===== config.mk =====
export PLATFORM = sky130hd
export DESIGN_NAME = fetch_queue
export DESIGN_NICKNAME = d
export VERILOG_FILES = /design/src/rtl/fetch_queue.sv
export SDC_FILE = /design/constraint.sdc
export NUM_CORES = 1
export LEC_CHECK = 0
export ABC_AREA = 1
export CAP_MARGIN = 20
export CORE_ASPECT_RATIO = 0.75
export CORE_MARGIN = 5
export CORE_UTILIZATION = 51
export CTS_CLUSTER_SIZE = 12
export DETAILED_ROUTE_END_ITERATION = 6
export GPL_ROUTABILITY_DRIVEN = 0
export PLACE_DENSITY = 0.76
export SLEW_MARGIN = 10
export SYNTH_ARGS = -nofsm -noshare
export SYNTH_HDL_FRONTEND = slang
export SYNTH_SLANG_ARGS = --single-unit
export TNS_END_PERCENT = 1

===== constraint.sdc =====
create_clock -name i_clk -period 7 [get_ports i_clk]
set_clock_uncertainty 0.05 [all_clocks]
set_input_delay 1.4 -clock i_clk [delete_from_list [all_inputs] [get_ports i_clk]]
set_output_delay 1.4 -clock i_clk [all_outputs]
set_load 0.02 [all_outputs]

===== src/rtl/fetch_queue.sv =====
// fetch_queue: fetch PC owner issuing block requests to memory and buffering in-order responses for IA.
module fetch_queue #(
    parameter int ADDR_W = 32,
    parameter int INSTR_W = 16,
    parameter int FETCH_WIDTH = 2,
    parameter int DEPTH = 4,
    parameter int MAX_OUTSTANDING = 2,
    parameter int EXC_W = 4,
    parameter logic [ADDR_W-1:0] RESET_PC = '0
) (
    input  logic                           i_clk,
    input  logic                           i_rst,
    input  logic                           i_flush,
    input  logic [ADDR_W-1:0]              i_flush_pc,
    output logic                           o_req_valid,
    output logic [ADDR_W-1:0]              o_req_addr,
    input  logic                           i_req_ready,
    input  logic                           i_resp_valid,
    input  logic [FETCH_WIDTH*INSTR_W-1:0] i_resp_data,
    input  logic [EXC_W-1:0]               i_resp_except,
    output logic                           o_valid,
    output logic [ADDR_W-1:0]              o_pc,
    output logic [FETCH_WIDTH*INSTR_W-1:0] o_data,
    output logic [FETCH_WIDTH-1:0]         o_mask,
    output logic [EXC_W-1:0]               o_except,
    input  logic                           i_ready
);
    localparam int BLK = FETCH_WIDTH * INSTR_W / 8;
    localparam int OFF_W = $clog2(BLK);
    localparam int SLOT_SH = $clog2(INSTR_W / 8);
    localparam int DW = FETCH_WIDTH * INSTR_W;
    localparam int PW = $clog2(DEPTH);
    localparam int CW = $clog2(DEPTH + MAX_OUTSTANDING + 1);
    localparam logic [CW-1:0] MAX_O = CW'(MAX_OUTSTANDING);
    localparam logic [CW-1:0] DEP = CW'(DEPTH);
    localparam logic [ADDR_W-1:0] BLK_A = ADDR_W'(BLK);
    localparam logic [ADDR_W-1:0] ALIGN = ~(BLK_A - ADDR_W'(1));

    logic                   run, halt;
    logic [ADDR_W-1:0]      pc, resp_pc;
    logic [CW-1:0]          outstanding, drop, count, out_next;
    logic [PW-1:0]          wr_ptr, rd_ptr;
    logic [ADDR_W-1:0]      pc_mem   [DEPTH];
    logic [DW-1:0]          data_mem [DEPTH];
    logic [FETCH_WIDTH-1:0] mask_mem [DEPTH];
    logic [EXC_W-1:0]       exc_mem  [DEPTH];
    logic                   req_ok, accept, push, pop;
    logic [OFF_W-1:0]       first_slot;
    logic [FETCH_WIDTH-1:0] in_mask;

    // resp_pc tracks the PC of the next non-dropped response; only the first block after a redirect is unaligned
    always_comb begin
        req_ok = run && !halt && outstanding < MAX_O && (outstanding + count) < DEP;
        accept = req_ok && i_req_ready;
        push = i_resp_valid && drop == '0 && !i_flush;
        o_valid = count != '0;
        pop = o_valid && i_ready && !i_flush;
        out_next = outstanding + CW'(accept) - CW'(i_resp_valid);
        first_slot = resp_pc[OFF_W-1:0] >> SLOT_SH;
        in_mask = (i_resp_except != '0) ? '1 : ({FETCH_WIDTH{1'b1}} << first_slot);
        o_req_valid = req_ok;
        o_req_addr = req_ok ? (pc & ALIGN) : '0;
        o_pc = o_valid ? pc_mem[rd_ptr] : '0;
        o_data = o_valid ? data_mem[rd_ptr] : '0;
        o_mask = o_valid ? mask_mem[rd_ptr] : '0;
        o_except = o_valid ? exc_mem[rd_ptr] : '0;
    end

    always_ff @(posedge i_clk) begin
        if (i_rst) begin
            run <= 1'b0;
            halt <= 1'b0;
            pc <= RESET_PC;
            resp_pc <= RESET_PC;
            outstanding <= '0;
            drop <= '0;
            count <= '0;
            wr_ptr <= '0;
            rd_ptr <= '0;
        end else begin
            run <= 1'b1;
            outstanding <= out_next;
            if (i_flush) begin
                drop <= out_next;
                pc <= i_flush_pc;
                resp_pc <= i_flush_pc;
                halt <= 1'b0;
                count <= '0;
                wr_ptr <= '0;
                rd_ptr <= '0;
            end else begin
                if (i_resp_valid && drop != '0) drop <= drop - CW'(1);
                if (accept) pc <= (pc & ALIGN) + BLK_A;
                if (push) resp_pc <= (resp_pc & ALIGN) + BLK_A;
                if (push && i_resp_except != '0) halt <= 1'b1;
                count <= count + CW'(push) - CW'(pop);
                wr_ptr <= wr_ptr + PW'(push);
                rd_ptr <= rd_ptr + PW'(pop);
            end
        end
    end

    always_ff @(posedge i_clk) begin
        if (push) begin
            pc_mem[wr_ptr] <= resp_pc;
            data_mem[wr_ptr] <= i_resp_data;
            mask_mem[wr_ptr] <= in_mask;
            exc_mem[wr_ptr] <= i_resp_except;
        end
    end

    always_ff @(posedge i_clk) begin
        if (!i_rst) begin
            assert (!(i_resp_valid && outstanding == '0));
            assert (!(push && !pop && count == DEP));
        end
    end
endmodule

==> results of run 1 <==
layout by cell type, fill, tap and decap left out, types with 2 or more instances in the layout:
cell type        count
xor2_1              17
clkbuf_16           38
nand2_2              3
inv_1              108
or2_2                2
o22ai_1              2
fa_1                 2
buf_12               2
a21oi_1            113
ha_1                12
a21oi_2              2
a31oi_1              7
inv_2                3
clkdlybuf4s50_1    175
nor2_2               7
nand4_1             11
edfxtp_1           276
nor2_1             422
xnor2_1              5
clkinv_2             3
nor3_2               5
clkinv_1             5
nand2_1            280
o21ai_0            185
and3_1               2
conb_1               2
dfxtp_1             75
nor3_1               3
o21ai_1              2
nand3_1             63
clkbuf_1            12
buf_4               14
tightest hold or removal path, stage by stage, from the launching register on:
cell     delay [ns]
dfxtp_1        0.31
nand3_1        0.08
nand2_1        0.05
cell usage after synthesis:
cell type	instances	area (um^2)
nor2_1	422	1580
fa_1	2	40.0
clkbuf_1	45	169
nand3_1	63	315
ha_1	12	150
o21ai_0	185	926
nand2_1	280	1050
a21o_1	1	7.51
buf_4	4	30.0
a21oi_2	2	17.5
nor4_1	1	6.26
nand4_4	1	21.3
dfxtp_1	77	1540
a221oi_1	1	8.76
conb_1	1	3.75
buf_2	19	95.1
a21oi_1	113	566
o21a_1	1	7.51
buf_8	1	15.0
o22ai_1	2	12.5
nor3_1	8	40.0
xor2_1	17	149
a31oi_1	7	43.8
nand2_2	3	18.8
clkinv_1	3	11.3
nand4_1	11	68.8
o21ai_1	2	10.0
buf_6	1	11.3
buf_1	11	41.3
inv_1	108	405
or2_2	2	12.5
inv_2	3	11.3
and3_1	2	12.5
edfxtp_1	276	8290
nand3_2	1	10.0
nor2_2	7	43.8
a21boi_0	1	7.51
xnor2_1	5	43.8
a21boi_1	1	7.51
metal layers:
metal / track usage (%) / vias to the layer above
met3: 3.97 / 55
met5: 0 / -
met2: 35.5 / 594
met1: 33.5 / 5952
li1: - / 5980
met4: 5.17 / 0
power groups by stage:
stage | combinational (mW) | sequential [mW] | clock, mW
floorplan | 0.356 | 2.46 | 0
global placement | 0.565 | 2.47 | 0
detailed placement | 0.580 | 2.48 | 0
CTS | 0.585 | 2.43 | 1.84
global route | 0.649 | 2.44 | 1.94
finish | 0.591 | 2.43 | 1.81
sequential cells by signal (all words and copies together) (netlist names):
signal       cells
wr_ptr           2
run              1
mask_mem         4
drop             3
data_mem       128
outstanding      3
pc              30
pc_mem         128
halt             1
exc_mem         16
rd_ptr           2
count            3
resp_pc         32
metrics by stage:
| step | instance area (um^2) | total power [mW] | cells | util [%] |
|---|---|---|---|---|
| global placement | 17900 | 3.04 | 2211 | 58.8 |
| finish | 19000 | 4.83 | 2273 | 62.6 |
| global route | 19000 | 5.04 | 2273 | 62.6 |
| floorplan | 15800 | 2.81 | 1703 | - |
| detailed placement | 17900 | 3.06 | 2211 | 58.8 |
| CTS | 19000 | 4.86 | 2271 | 62.5 |
cell type report:
class | instances | area, um^2 | share of cell area, %
inverters | 114 | 429 | 2.26
clock inverters | 9 | 93.8 | 0.494
clock buffers | 51 | 1010 | 5.32
flip-flops and latches | 353 | 9830 | 51.8
multi-input cells | 1155 | 5210 | 27.5
well taps | 399 | 499 | 2.63
repair buffers | 192 | 1910 | 10.1
kinds of logic after synthesis:
family          synth area share [%]
simple gates                    20.1
flops                           62.2
compound gates                  10.2
buf+inv                         5.00
xor+xnor                        1.22
fa+ha+maj                       1.20
other cells                   0.0237
final timing paths:
| kind | start | end | slack, ns | depth (start not counted) |
|---|---|---|---|---|
| worst max-delay path | rd_ptr[0] | o_pc[13] | 2.00 | 6 |
| worst min-delay path | drop[2] | drop[2] | 0.43 | 2 |
| worst max register to register | drop[1] | pc_mem[3][18] | 3.87 | 8 |
| worst min register to register | drop[2] | drop[2] | 0.43 | 2 |
==> reports/metrics.cfg, run 1 <==
[run_status]
outcome = finished, final reports clean

[yosys]
syn_area_mm2 = 0.0158
ys_seq_area_share_pct = 62.2
syn_inst = 1702
avgSynthCellArea_um2 = 9.29
ys_types = 39
yosys_register_bits = 353
yosysWarnings = 0

[global_route]
antenna_found_initial = 0
grt_first_pass_wirelength_mm = 62.9
grt_max_degree = 90
track_usage_pct = 22.7
overflow = 0
grt_pass1_vias = 12000

[sta]
tns_ns = 0
min_period_ns = 5.00
layout_setup_ws_ns = 2.00
fin_crit_sh_pct = 71.5
worst_pin_slew_ns = 1.09
drv_slew = 0
setup_viol = 0
fmax_ghz = 0.200
hold_viol = 0
slew_headroom_pct = 27.3
rsz0062_at_grt = false
whs_ns = 0.433

[critical_path]
crit_path_end_kind = output port
critPathMaxStageDelay_ns = 0.83
cp_num_buf_inv = 4
path_cells = clkinv_2 > buf_12 > buf_4 > o21ai_0 > a21oi_1 > clkdlybuf4s50_1
cpMaxStageDelayCell = dfxtp_4
critical_path_arrival_ns = 3.55
required_ns = 5.55
cp_max_fo = 71
critPathLaunchType = register
cpLargestDelayFamily = buffers and inverters
crit_type = reg -> out

[layout]
layout-drive-gt1-share_pct = 4.75
num_antenna_cells = 0
syn2layout_area_growth_pct = 20.2
fillers = 2410
fin_nets = 1941

[place]
post-dp-hpwl_mm = 25.5
io_buffers = 175
place_ws_ns = 1.97

[clock_tree]
ctsLongestPathBuffers = 3
clk_pin_slew_ns = 0.06
clk_latency_ns = 0.52
ctsHoldBuffers = 0
post_cts_buffers = 0
root_buffer = clkbuf_16
cts_tree = yes
cts.sinks = 353
ctsHtreeMaxLevel = 2
cts_inserted_buffers = 37
cts.repair.resized = 0

[power]
pwr-share-clk_pct = 37.4
p_comb_share_pct = 12.2
p_int_mw = 3.62
peakVddDrop_v = 0.000153
p_leak_nw = 6.84
pwr_density_cell_mw_per_mm2 = 255
p_seq_share_pct = 50.3
power.switching_mw = 1.21
swShare_pct = 25.0

[floorplanning]
rows = 55
top_level_ports = 178
die_w_um = 213
die_h_um = 162
initial_utilization_pct = 52.1
die_area_mm2 = 0.0346
coreArea_mm2 = 0.0303

[detailed_routing]
drtPass1Iterations = 6
route.detailed.drc = 0
ant_nets = 0
met2_length_mm = 18.1
wl_per_cell_um = 17.7
top_layer = met4
wirelength_mm = 40.2
wl_met1_mm = 17.8
met3_length_mm = 3.74
viasPerCell = 5.53
drtIter0Drc = 1524
dr_total_vias = 12600

[min_path]
hold_class = reg -> reg

[run]
maxCapViolations = 0

Power figures use the tool's default switching activity.
==> inputs of run 2 (changes only) <==
clock period = 4.2 ns   (was 7 ns; I/O delays follow)
==> reports/metrics.cfg, run 2 (same netlist as run 1, synthesis figures left out) <==
[critical_path]
crit_start = rd_ptr[0]  ; unchanged
crit_path_end_kind = output port  ; unchanged
crit_end = o_pc[7]  ; was o_pc[13]
critPathLaunchType = register  ; unchanged
critPathMaxStageDelay_ns = 0.67  ; was 0.83 ns
r2r-start = count[1]  ; was drop[1]
critical_path_arrival_ns = 2.94  ; was 3.55 ns
r2r_slack_ns = 1.45  ; was 3.87 ns
crit_type = reg -> out  ; unchanged
path_depth = 5  ; was 6
r2r_cells = 15  ; was 8
cp_max_fo = 59  ; was 71
cpMaxStageDelayCell = clkdlybuf4s50_1  ; was dfxtp_4
path_cells = clkinv_2 > buf_4 > o21ai_0 > a21oi_1 > clkdlybuf4s50_1  ; was clkinv_2 > buf_12 > buf_4 > o21ai_0 > a21oi_1 > clkdlybuf4s50_1
cpLargestDelayFamily = buffers and inverters  ; unchanged
cp_num_buf_inv = 3  ; was 4
r2r-end = drop[2]  ; was pc_mem[3][18]
required_ns = 3.31  ; was 5.55 ns

[power]
p_comb_share_pct = 12.4  ; was 12.2%
power.switching_mw = 1.97  ; was 1.21 mW
p_int_mw = 5.93  ; was 3.62 mW
power_mw = 7.90  ; was 4.83 mW
pwr_density_cell_mw_per_mm2 = 414  ; was 255 mW/mm^2
p_leak_nw = 6.86  ; was 6.84 nW
swShare_pct = 25.0  ; about the same
p_seq_share_pct = 51.4  ; was 50.3%
pwr-share-clk_pct = 36.2  ; was 37.4%
peakVddDrop_v = 0.000215  ; was 0.000153 V

[sta]
rsz0062_at_grt = false  ; unchanged
tns_ns = 0  ; unchanged
drv_slew = 0  ; unchanged
layout_setup_ws_ns = 0.369  ; was 2.00 ns
fmax_ghz = 0.261
worst_pin_slew_ns = 0.897  ; was 1.09 ns
min_period_ns = 3.83
slew_headroom_pct = 40.2  ; was 27.3%
fin_crit_sh_pct = 91.2
hold_viol = 0  ; unchanged
setup_viol = 0  ; unchanged

[clock_tree]
cts_tree = yes  ; unchanged
ctsLongestPathBuffers = 3  ; unchanged
ctsHtreeMaxLevel = 2  ; unchanged
root_buffer = clkbuf_16  ; unchanged
post_cts_buffers = 0  ; unchanged
ctsHoldBuffers = 0  ; unchanged
cts.sinks = 353  ; unchanged
clk_latency_ns = 0.51  ; was 0.52 ns
cts_inserted_buffers = 36  ; was 37
cts.repair.resized = 0  ; unchanged
clk_pin_slew_ns = 0.06  ; about the same

[place]
place_ws_ns = 0.842  ; was 1.97 ns
dpl_cell_area_mm2 = 0.0180  ; was 0.0179 mm^2
post-dp-hpwl_mm = 25.9  ; was 25.5 mm
io_buffers = 175  ; unchanged

[detailed_routing]
wl_per_cell_um = 17.7  ; about the same
drtPass1Iterations = 6  ; unchanged
viasPerCell = 5.48  ; was 5.53
wirelength_mm = 40.3  ; was 40.2 mm
route.detailed.drc = 0  ; unchanged
dr_total_vias = 12500  ; was 12.6k
ant_nets = 0  ; unchanged
drtIter0Drc = 1318  ; was 1524

[layout]
syn2layout_area_growth_pct = 20.6  ; was 20.2%
regArea_mm2 = 0.00983  ; unchanged
reg_top3 = data_mem (128), pc_mem (128), resp_pc (32)  ; unchanged
multi_input_area_mm2 = 0.00524  ; was 0.00521 mm^2
fin_nets = 1948  ; was 1941
finalInstanceArea_mm2 = 0.0191  ; was 0.0190 mm^2
mostFrequentLayoutCell = nor2_1  ; unchanged
final_cell_mix = nor2_1, nand2_1, edfxtp_1  ; unchanged
num_antenna_cells = 0  ; unchanged
fillers = 2424  ; was 2410
final_core_util_pct = 62.8  ; was 62.6%
layout-drive-gt1-share_pct = 4.90  ; was 4.75%

[global_route]
grt_max_degree = 140  ; was 90
grt_pass1_vias = 11900  ; was 12.0k
antenna_found_initial = 1  ; was 0
track_usage_pct = 22.9  ; was 22.7%
overflow = 0  ; unchanged
grt_first_pass_wirelength_mm = 63.7  ; was 62.9 mm

[floorplanning]
coreArea_mm2 = 0.0303  ; unchanged
die_area_mm2 = 0.0346  ; unchanged
die_w_um = 213  ; unchanged
top_level_ports = 178  ; unchanged
rows = 55  ; unchanged
die_h_um = 162  ; unchanged
initial_utilization_pct = 52.1  ; unchanged

[run]
maxCapViolations = 0  ; unchanged

[min_path]
hold_class = reg -> reg  ; unchanged

[run_status]
outcome = finished, final reports clean  ; unchanged

[run 2: worst min path at each step]
stage	startpoint	end	slack, ns	cells after the start
after floorplan	halt	halt	0.39	2
after global placement	halt	halt	0.41	2
after detailed placement	drop[2]	drop[2]	0.42	2
after CTS	drop[2]	drop[2]	0.43	2
after global routing	drop[2]	drop[2]	0.46	2
final	drop[2]	drop[2]	0.43	2
[run 2: power by group through the flow]
stage | Combinational [mW] | Sequential [mW] | Clock, mW
6_report | 0.977 | 4.06 | 2.86
3_3_place_gp | 0.950 | 4.12 | 0
3_5_place_dp | 0.972 | 4.12 | 0
2_1_floorplan | 0.594 | 4.09 | 0
4_1_cts | 0.979 | 4.05 | 2.91
5_1_grt | 1.08 | 4.07 | 3.08
[run 2: per-stage QoR]
step	std cells	hold slack, ns
after floorplan	1703	0.390
after global placement	2220	0.405
after detailed placement	2221	0.423
after CTS	2275	0.433
after global routing	2275	0.457
final	2275	0.432
[run 2: final cells by class]
cell class | count | area share (%)
sequential | 353 | 51.6
clock buffer | 47 | 4.94
inverter | 114 | 2.25
timing repair buffer | 200 | 10.7
tap | 399 | 2.62
clock inverter | 7 | 0.374
multi-input combinational | 1155 | 27.5
[run 2: per-layer routing]
metal | routed length [um] | global-route usage (%)
met2 | 18000 | 35.6
met3 | 3890 | 3.79
met1 | 17700 | 34.2
met5 | 13 | 0
met4 | 706 | 5.35
[run 2: worst min-delay path, cell delays in order (launching register included)]
cell     delay, ns
dfxtp_1       0.31
nand3_1       0.08
nand2_1       0.05
